$ cat config.mk
export PLATFORM = sky130hd
export DESIGN_NAME = mem_stage_lsu
export DESIGN_NICKNAME = d
export VERILOG_FILES = /design/src/rtl/mem_stage_lsu.sv
export SDC_FILE = /design/constraint.sdc
export NUM_CORES = 1
export LEC_CHECK = 0
export ABC_AREA = 1
export BUFFER_PORTS_ARGS = -buffer_cell sky130_fd_sc_hd__clkbuf_2
export CAP_MARGIN = 40
export CORE_MARGIN = 2
export CORE_UTILIZATION = 45
export DETAILED_ROUTE_END_ITERATION = 8
export PLACE_DENSITY = 0.8
export SLEW_MARGIN = 0
export SYNTH_ARGS = -nofsm -noshare
export SYNTH_HDL_FRONTEND = slang
export SYNTH_SLANG_ARGS = --single-unit
$ cat constraint.sdc
create_clock -name clk -period 1.63 [get_ports clk]
set_clock_uncertainty 0.05 [all_clocks]
set_input_delay 0.2445 -clock clk [delete_from_list [all_inputs] [get_ports clk]]
set_output_delay 0.2445 -clock clk [all_outputs]
set_load 0.02 [all_outputs]
$ cat src/rtl/mem_stage_lsu.sv
// mem_stage_lsu: MEM-stage load/store unit with data-memory req/ready handshake and MEM/WB register.
// Requests not answered immediately are latched so a forwarded store value survives the stall.
module mem_stage_lsu #(
    parameter int unsigned MAX_WAIT = 255
) (
    input  logic        clk,
    input  logic        rst_n,
    input  logic        MEM_valid,
    input  logic        MEM_MemRead,
    input  logic        MEM_MemWrite,
    input  logic [2:0]  MEM_funct3,
    input  logic [31:0] MEM_alu_result,
    input  logic [31:0] MEM_rs2_data,
    input  logic [4:0]  MEM_rd,
    input  logic        MEM_RegWrite,
    input  logic        MEM_WBSrc,
    input  logic        MEM_Fwd_Sig,
    input  logic [31:0] WB_wb_data,
    input  logic        dmem_ready,
    input  logic [31:0] dmem_rdata,
    output logic        dmem_req,
    output logic        dmem_we,
    output logic [31:0] dmem_addr,
    output logic [3:0]  dmem_be,
    output logic [31:0] dmem_wdata,
    output logic        MEM_stall,
    output logic        WB_valid,
    output logic        WB_RegWrite,
    output logic        WB_WBSrc,
    output logic [4:0]  WB_rd,
    output logic [31:0] WB_mem_data,
    output logic [31:0] WB_alu_result,
    output logic        WB_misaligned,
    output logic        WB_bus_err
);

    typedef enum logic {IDLE, WAIT} state_t;

    state_t      state_q;
    logic [7:0]  waitCnt_q;
    logic [31:0] reqAddr_q;
    logic [31:0] reqWdata_q;
    logic [3:0]  reqBe_q;
    logic        reqWe_q;
    logic [2:0]  reqFunct3_q;

    logic        wbValid_q;
    logic        wbRegWrite_q;
    logic        wbWBSrc_q;
    logic [4:0]  wbRd_q;
    logic [31:0] wbMemData_q;
    logic [31:0] wbAluResult_q;
    logic        wbMisaligned_q;
    logic        wbBusErr_q;

    logic        memOp;
    logic        misaligned;
    logic        issueNow;
    logic        inWait;
    logic        timeout;
    logic        stall;
    logic [31:0] storeData;
    logic [3:0]  curBe;
    logic [31:0] curWdata;
    logic [1:0]  selOff;
    logic [2:0]  selFunct3;
    logic        selIsLoad;
    logic [31:0] rawLane;
    logic [31:0] loadValue;

    assign memOp      = MEM_valid & (MEM_MemRead | MEM_MemWrite);
    assign inWait     = (state_q == WAIT);
    assign misaligned = memOp & (((MEM_funct3[1:0] == 2'b01) & MEM_alu_result[0]) |
                                 (MEM_funct3[1] & (MEM_alu_result[1:0] != 2'b00)));
    assign storeData  = MEM_Fwd_Sig ? WB_wb_data : MEM_rs2_data;
    assign issueNow   = (state_q == IDLE) & memOp & ~misaligned;
    assign timeout    = inWait & (waitCnt_q == 8'(MAX_WAIT - 1));

    always_comb begin
        curBe    = 4'b1111;
        curWdata = storeData;
        if (MEM_MemWrite) begin
            case (MEM_funct3[1:0])
                2'b00: begin
                    curBe    = 4'b0001 << MEM_alu_result[1:0];
                    curWdata = {4{storeData[7:0]}};
                end
                2'b01: begin
                    curBe    = MEM_alu_result[1] ? 4'b1100 : 4'b0011;
                    curWdata = {2{storeData[15:0]}};
                end
                default: begin
                    curBe    = 4'b1111;
                    curWdata = storeData;
                end
            endcase
        end
    end

    // While waiting, the bus is fed only from the latched request; live MEM inputs may have moved on.
    assign dmem_req   = issueNow | (inWait & ~timeout);
    assign dmem_we    = inWait ? reqWe_q    : MEM_MemWrite;
    assign dmem_addr  = inWait ? {reqAddr_q[31:2], 2'b00} : {MEM_alu_result[31:2], 2'b00};
    assign dmem_be    = inWait ? reqBe_q    : curBe;
    assign dmem_wdata = inWait ? reqWdata_q : curWdata;

    assign stall     = (issueNow & ~dmem_ready) | (inWait & ~dmem_ready & ~timeout);
    assign MEM_stall = stall;

    assign selOff    = inWait ? reqAddr_q[1:0] : MEM_alu_result[1:0];
    assign selFunct3 = inWait ? reqFunct3_q    : MEM_funct3;
    assign selIsLoad = inWait ? (~reqWe_q & ~timeout) : (issueNow & ~MEM_MemWrite);
    assign rawLane   = dmem_rdata >> {selOff, 3'b000};

    always_comb begin
        loadValue = rawLane;
        case (selFunct3)
            3'b000:  loadValue = {{24{rawLane[7]}}, rawLane[7:0]};
            3'b001:  loadValue = {{16{rawLane[15]}}, rawLane[15:0]};
            3'b100:  loadValue = {24'd0, rawLane[7:0]};
            3'b101:  loadValue = {16'd0, rawLane[15:0]};
            default: loadValue = rawLane;
        endcase
    end

    always_ff @(posedge clk) begin
        if (!rst_n) begin
            state_q     <= IDLE;
            waitCnt_q   <= 8'd0;
            reqAddr_q   <= 32'd0;
            reqWdata_q  <= 32'd0;
            reqBe_q     <= 4'd0;
            reqWe_q     <= 1'b0;
            reqFunct3_q <= 3'd0;
        end else begin
            case (state_q)
                IDLE: begin
                    if (issueNow & ~dmem_ready) begin
                        state_q     <= WAIT;
                        waitCnt_q   <= 8'd0;
                        reqAddr_q   <= MEM_alu_result;
                        reqWdata_q  <= curWdata;
                        reqBe_q     <= curBe;
                        reqWe_q     <= MEM_MemWrite;
                        reqFunct3_q <= MEM_funct3;
                    end
                end
                WAIT: begin
                    if (dmem_ready | timeout) begin
                        state_q   <= IDLE;
                        waitCnt_q <= 8'd0;
                    end else begin
                        waitCnt_q <= waitCnt_q + 8'd1;
                    end
                end
                default: state_q <= IDLE;
            endcase
        end
    end

    // A stalled cycle inserts a bubble into WB; otherwise the MEM fields advance.
    always_ff @(posedge clk) begin
        if (!rst_n) begin
            wbValid_q      <= 1'b0;
            wbRegWrite_q   <= 1'b0;
            wbWBSrc_q      <= 1'b0;
            wbRd_q         <= 5'd0;
            wbMemData_q    <= 32'd0;
            wbAluResult_q  <= 32'd0;
            wbMisaligned_q <= 1'b0;
            wbBusErr_q     <= 1'b0;
        end else if (stall) begin
            wbValid_q      <= 1'b0;
            wbRegWrite_q   <= 1'b0;
            wbMisaligned_q <= 1'b0;
            wbBusErr_q     <= 1'b0;
        end else begin
            wbValid_q      <= MEM_valid;
            wbRegWrite_q   <= MEM_valid & MEM_RegWrite & ~(misaligned & ~inWait) & ~timeout;
            wbWBSrc_q      <= MEM_WBSrc;
            wbRd_q         <= MEM_rd;
            wbMemData_q    <= selIsLoad ? loadValue : 32'd0;
            wbAluResult_q  <= MEM_alu_result;
            wbMisaligned_q <= misaligned & ~inWait;
            wbBusErr_q     <= timeout;
        end
    end

    assign WB_valid      = wbValid_q;
    assign WB_RegWrite   = wbRegWrite_q;
    assign WB_WBSrc      = wbWBSrc_q;
    assign WB_rd         = wbRd_q;
    assign WB_mem_data   = wbMemData_q;
    assign WB_alu_result = wbAluResult_q;
    assign WB_misaligned = wbMisaligned_q;
    assign WB_bus_err    = wbBusErr_q;

endmodule

Word level (Yosys, flattened, before mapping). Cells that the tools add are included.

Output and inout port bits: 145. Input port bits: 145. Register bits after elaboration: 155.

Equal/unequal tests: 6. Reduce and logical (&&, ||, !) cells: 5. Add/subtract/negate cells: 1. Shifts and indexed selects: 2. Bitwise operators: 30. Mux-type cells: 21.

Operators with widths (count): 32-bit 2-to-1 mux (5); 32-bit one-hot mux with 4 select lines (1); 32-bit one-hot mux with 2 select lines (1); 32-bit by 5-bit right shift with 32-bit output (1); 1-bit bitwise AND (17); 8-bit 2-to-1 mux (2); 8-bit one-hot mux with 2 select lines (1); 4-bit 2-to-1 mux (3); 8-bit by 1-bit adder with 8-bit output, second input constant (1); 8-bit == test, second input constant (1); 1-bit NOT (8); 4-bit one-hot mux with 2 select lines (1); 3-bit == test, second input constant (2); 1-bit OR (5); 1-bit 2-to-1 mux (4); 1-bit by 2-bit left shift with 4-bit output, first input constant (1); 3-bit by 1-bit == test with 1-bit output, second input constant (1); 3-bit logical NOT (1); 3-bit 2-to-1 mux (1); 2-bit by 1-bit == test with 1-bit output, second input constant (1); 2-bit logical NOT (1); 2-bit 2-to-1 mux (1); 2-bit by 1-bit inequality test with 1-bit output, second input constant (1); 1-bit one-hot mux with 2 select lines (1); 3 further kinds (3).

Longest topological paths before layout.
Word-level depth: 9. Gate-level depth with buffers: 12. Depth with buffers taken out: 11.

Worst setup path after synthesis. No wires, ideal clock.

Path kind: input to output. Start: in MEM_MemWrite. End: out dmem_wdata[16]. Data required time: 1336 ps. Setup slack: -196 ps. Arrival time: 1532 ps. Buffers on the path: 1. Cell stages on the path: 7. Path through: buf_2 -> inv_1 -> nor2_2 -> clkinv_1 -> nand3_1 -> nand2_1 -> o21ai_0.

Cells in the longest elaborated chain, start to end: 2.

RTL lines: start, declared (RTL line 10) `input logic MEM_MemWrite,`; 32-bit 2-to-1 mux (RTL line 82) `if (MEM_MemWrite) begin`; 32-bit 2-to-1 mux (RTL line 105) `assign dmem_wdata = inWait ? reqWdata_q : curWdata;`; end, declared (RTL line 25) `output logic [31:0] dmem_wdata,`.

No other way between the ends.

Worst setup path in the final report.
Start: reg state_q, in the netlist inWait. End: reg waitCnt_q[1].

Cells in the longest elaborated chain, start to end: 5. Elaborated cells on any way between the ends: 9.

RTL lines: start, declared (RTL line 39) `state_t state_q;`; start signal, assigned (RTL line 128) `state_q <= IDLE;`; start signal, assigned (RTL line 139) `state_q <= WAIT;`; start signal, assigned (RTL line 150) `state_q <= IDLE;`; 1-bit NOT (no source line); 1-bit bitwise AND (2 in series) (RTL line 76) `assign issueNow = (state_q == IDLE) & memOp & ~misaligned;`; 1-bit bitwise AND (RTL line 138) `if (issueNow & ~dmem_ready) begin`; 2-bit by 1-bit inequality test with 1-bit output (no source line); end signal, assigned (RTL line 153) `waitCnt_q <= waitCnt_q + 8'd1;`; end, declared (RTL line 40) `logic [7:0] waitCnt_q;`.

Parallel ways exist; a longest one is shown, timed or not. A chain may end at the register's enable or synchronous reset.

==> flow_metrics.tcl <==
set metrics [dict create \
    ys_ff_latch 155 \
    final_cell_mix "217 x clkbuf_2, 209 x nand2_1, 152 x dfxtp_1" \
    grt_overflow 0 \
    hp-start "MEM_rd[4]" \
    period_needed_ns 2.00 \
    internal-power_mw 7.53 \
    cts_tree "yes" \
    hold_slack_ns 0.0185 \
    critPathSlowestCell "dfxtp_4" \
    start_util 0.458 \
    antenna_found_initial 0 \
    pwr-share-comb 0.293 \
    drt-wirelength-per-cell_um 22.9 \
    cp.arrival_ns 2.29 \
    drive_above_1_share 0.562 \
    p_leak_nw 6.64 \
    grt_max_degree 46 \
    clk_pin_slew_ns 0.07 \
    seq_area_mm2 0.00311 \
    io_buffer_count 287 \
    tightestPinTransition_ns 0.884 \
    grt_pass1_wl_um 47700 \
    dp_slack_ns -0.200 \
    post-route-period-util 1.23 \
    max_freq_ghz 0.499 \
    switching_share 0.337 \
    drt_iter0_drc 1153 \
    p_seq_frac 0.365 \
    worst_ep_required_time_ns 1.92 \
    netlist_instances 1117 \
    drv_cap 0 \
    setup_viol 217 \
    drc 0 \
    die_y_um 134 \
    synth-seq-area-share 0.410 \
    yosysWarnings 0 \
    nFillCells 773 \
    vdd_drop_max_v 0.000811 \
    clock_latency_ns 0.45 \
    setup_ws_ns -0.373 \
    startpoint_type "flip-flop" \
    htree_levels 4 \
    slew_headroom 0.410 \
    dr.pass1.iters 6 \
    rsz0062_at_grt "true" \
    min_path_type "primary input to flip-flop" \
    grt_pass1_vias 9540 \
    synth.avg_cell_area_um2 6.77 \
    outcome "finished, violations left" \
    fin_nets 1695 \
    wl_um 40800 \
    criticalPathCategory "flip-flop to flip-flop" \
    ys_types 34 \
    violations "negative setup slack" \
    dp_hpwl_um 17900 \
    areaGrowthSynthToFinish_pct 89.2 \
    antennaDiodeCount 0 \
    critPathMaxStageDelay_ns 0.43 \
    die_w_um 134 \
    cts_buffers 17 \
    syn_area_mm2 0.00756 \
    multi_input_area_mm2 0.00554 \
    final_common_cell "clkbuf_2" \
    timing.final.hold_violations 0 \
    coreArea_mm2 0.0165 \
    maxSlewViolCount 0 \
    worst_path_most_repeated_cell "nor2_4" \
    dr_total_vias 10900 \
    cts_root_buffer "clkbuf_16" \
    cp-end-kind "flip-flop" \
    via_per_inst 6.13 \
    rows 47 \
    dieArea_mm2 0.0179 \
    cp_max_fo 8 \
    switching_power_mw 3.83 \
    rr_startpoint "inWait" \
    grt_usage 0.337 \
    pin_count 290 \
    finish.utilization 0.866 \
    powerDensity_mw_per_mm2 794 \
    gp_congestion 0.918 \
    antenna_left 0 \
    cts_buffer_depth 2 \
    critPathLaunch "inWait" \
    pwr-share-clk 0.342 \
    cp_cell_sequence "inv_8 -> nand2_4 -> nor2_4 -> nand3_2 -> nor2_4 -> buf_12 -> buf_12 -> clkbuf_16 -> nor2_4 -> nand2_1 -> a21oi_1" \
    clock-sinks 155 \
    finalPower_mw 11.4 \
]
## flip-flops by register name, indices dropped and copies added (netlist names)
| name | count |
|---|---|
| reqFunct3_q | 3 |
| WB_mem_data | 32 |
| reqAddr_q | 32 |
| WB_bus_err | 1 |
| reqWdata_q | 32 |
| reqWe_q | 1 |
| WB_RegWrite | 1 |
| WB_rd | 5 |
| WB_valid | 1 |
| inWait | 1 |
| waitCnt_q | 8 |
| WB_alu_result | 32 |
| reqBe_q | 4 |
| WB_WBSrc | 1 |
| WB_misaligned | 1 |
## Yosys cell counts
cell type  instances  area share
nand2_1          314        0.16
o21ai_0          170        0.11
dfxtp_1          155        0.41
inv_1             75       0.037
a21oi_1           72       0.048
nand3_1           65       0.043
nor2_1            58       0.029
clkbuf_1          35       0.017
a31oi_1           32       0.026
o21ai_1           29       0.019
buf_2             25       0.017
or2_2             24       0.020
buf_4             10      0.0099
o22ai_1            9      0.0074
o31ai_1            7      0.0069
buf_1              5      0.0025
nor2_2             5      0.0041
nand2_2            4      0.0033
nand3_4            3      0.0069
a211oi_1           2      0.0020
a211oi_2           2      0.0033
ha_1               2      0.0033
nand4_1            2      0.0017
nor2_4             2      0.0030
a21oi_4            1      0.0022
buf_6              1      0.0015
clkinv_1           1     0.00050
conb_1             1     0.00050
inv_2              1     0.00050
nand3_2            1      0.0013
nand4_2            1      0.0017
nor3_1             1     0.00066
o211ai_1           1     0.00099
o21ai_2            1      0.0012
## cell families (layout without fill, tap and decap cells)
| logic type | Yosys count | in the layout | synth area share |
|---|---|---|---|
| buffers and inverters | 153 | 595 | 0.0860 |
| adder cells (fa/ha/maj) | 2 | 2 | 0.00331 |
| AO/OA/AOI/OAI | 326 | 326 | 0.230 |
| other | 1 | 2 | 0.000496 |
| flip-flops | 155 | 155 | 0.410 |
| AND/OR/NAND/NOR | 480 | 481 | 0.270 |
## power by group through the flow
| stage | combinational, mW | sequential, mW | clock [mW] |
|---|---|---|---|
| after global placement | 2.00 | 4.13 | 0 |
| after CTS | 2.52 | 4.07 | 3.80 |
| after floorplan | 1.06 | 4.24 | 0 |
| after global routing | 3.45 | 4.15 | 4.01 |
| final | 3.33 | 4.14 | 3.88 |
| after detailed placement | 2.03 | 4.14 | 0 |
## per-layer routing
| layer | GRT usage | wire length, µm |
|---|---|---|
| met5 | 0 | 0 |
| met2 | 0.595 | 19800 |
| met3 | 0.0780 | 4030 |
| met4 | 0.197 | 3400 |
| met1 | 0.369 | 13600 |
## cell type report
cell class | instances | share of cell area
Clock buffer | 22 | 0.0331
Clock inverter | 10 | 0.00586
Inverter | 77 | 0.0212
Multi-Input combinational cell | 811 | 0.387
Sequential cell | 155 | 0.217
Tap cell | 220 | 0.0192
Timing Repair Buffer | 486 | 0.316
## through the flow
stage	std cells	TNS, ns	cell area, µm²
after floorplan	1118	-0.176	7630
after global placement	1654	-10.14	9900
after detailed placement	1654	-16.07	9900
after CTS	1740	-25.88	12000
after global routing	1781	-49.28	14300
final	1781	-40.89	14300
## repair_timing
| action | CTS | global route |
|---|---|---|
| pin swaps | 25 | 74 |
| endpoints found under the setup margin | 213 | 223 |
| buffers inserted | 34 | 26 |
| hold buffers | 4 | 0 |
| gates resized for setup | 257 | 526 |
| endpoints found under the hold margin | 4 | 0 |
| cloned | 16 | 23 |
## critical path: cells and delay by family (launching register included)
kind / cells / cell delay (ns)
compound gates: 1 / 0.25
flops: 1 / 0.43
buf+inv: 4 / 0.52
simple gates: 6 / 0.64
## worst paths after layout
path                                   endpoint  cells past startpoint  slack, ns
worst min-delay path                   WB_rd[4]                      3       0.02
worst min register to register  WB_mem_data[29]                      2       0.40
worst max register to register     waitCnt_q[1]                     11      -0.37
worst max-delay path               waitCnt_q[1]                     11      -0.37
(Power assumes the default switching activity.)
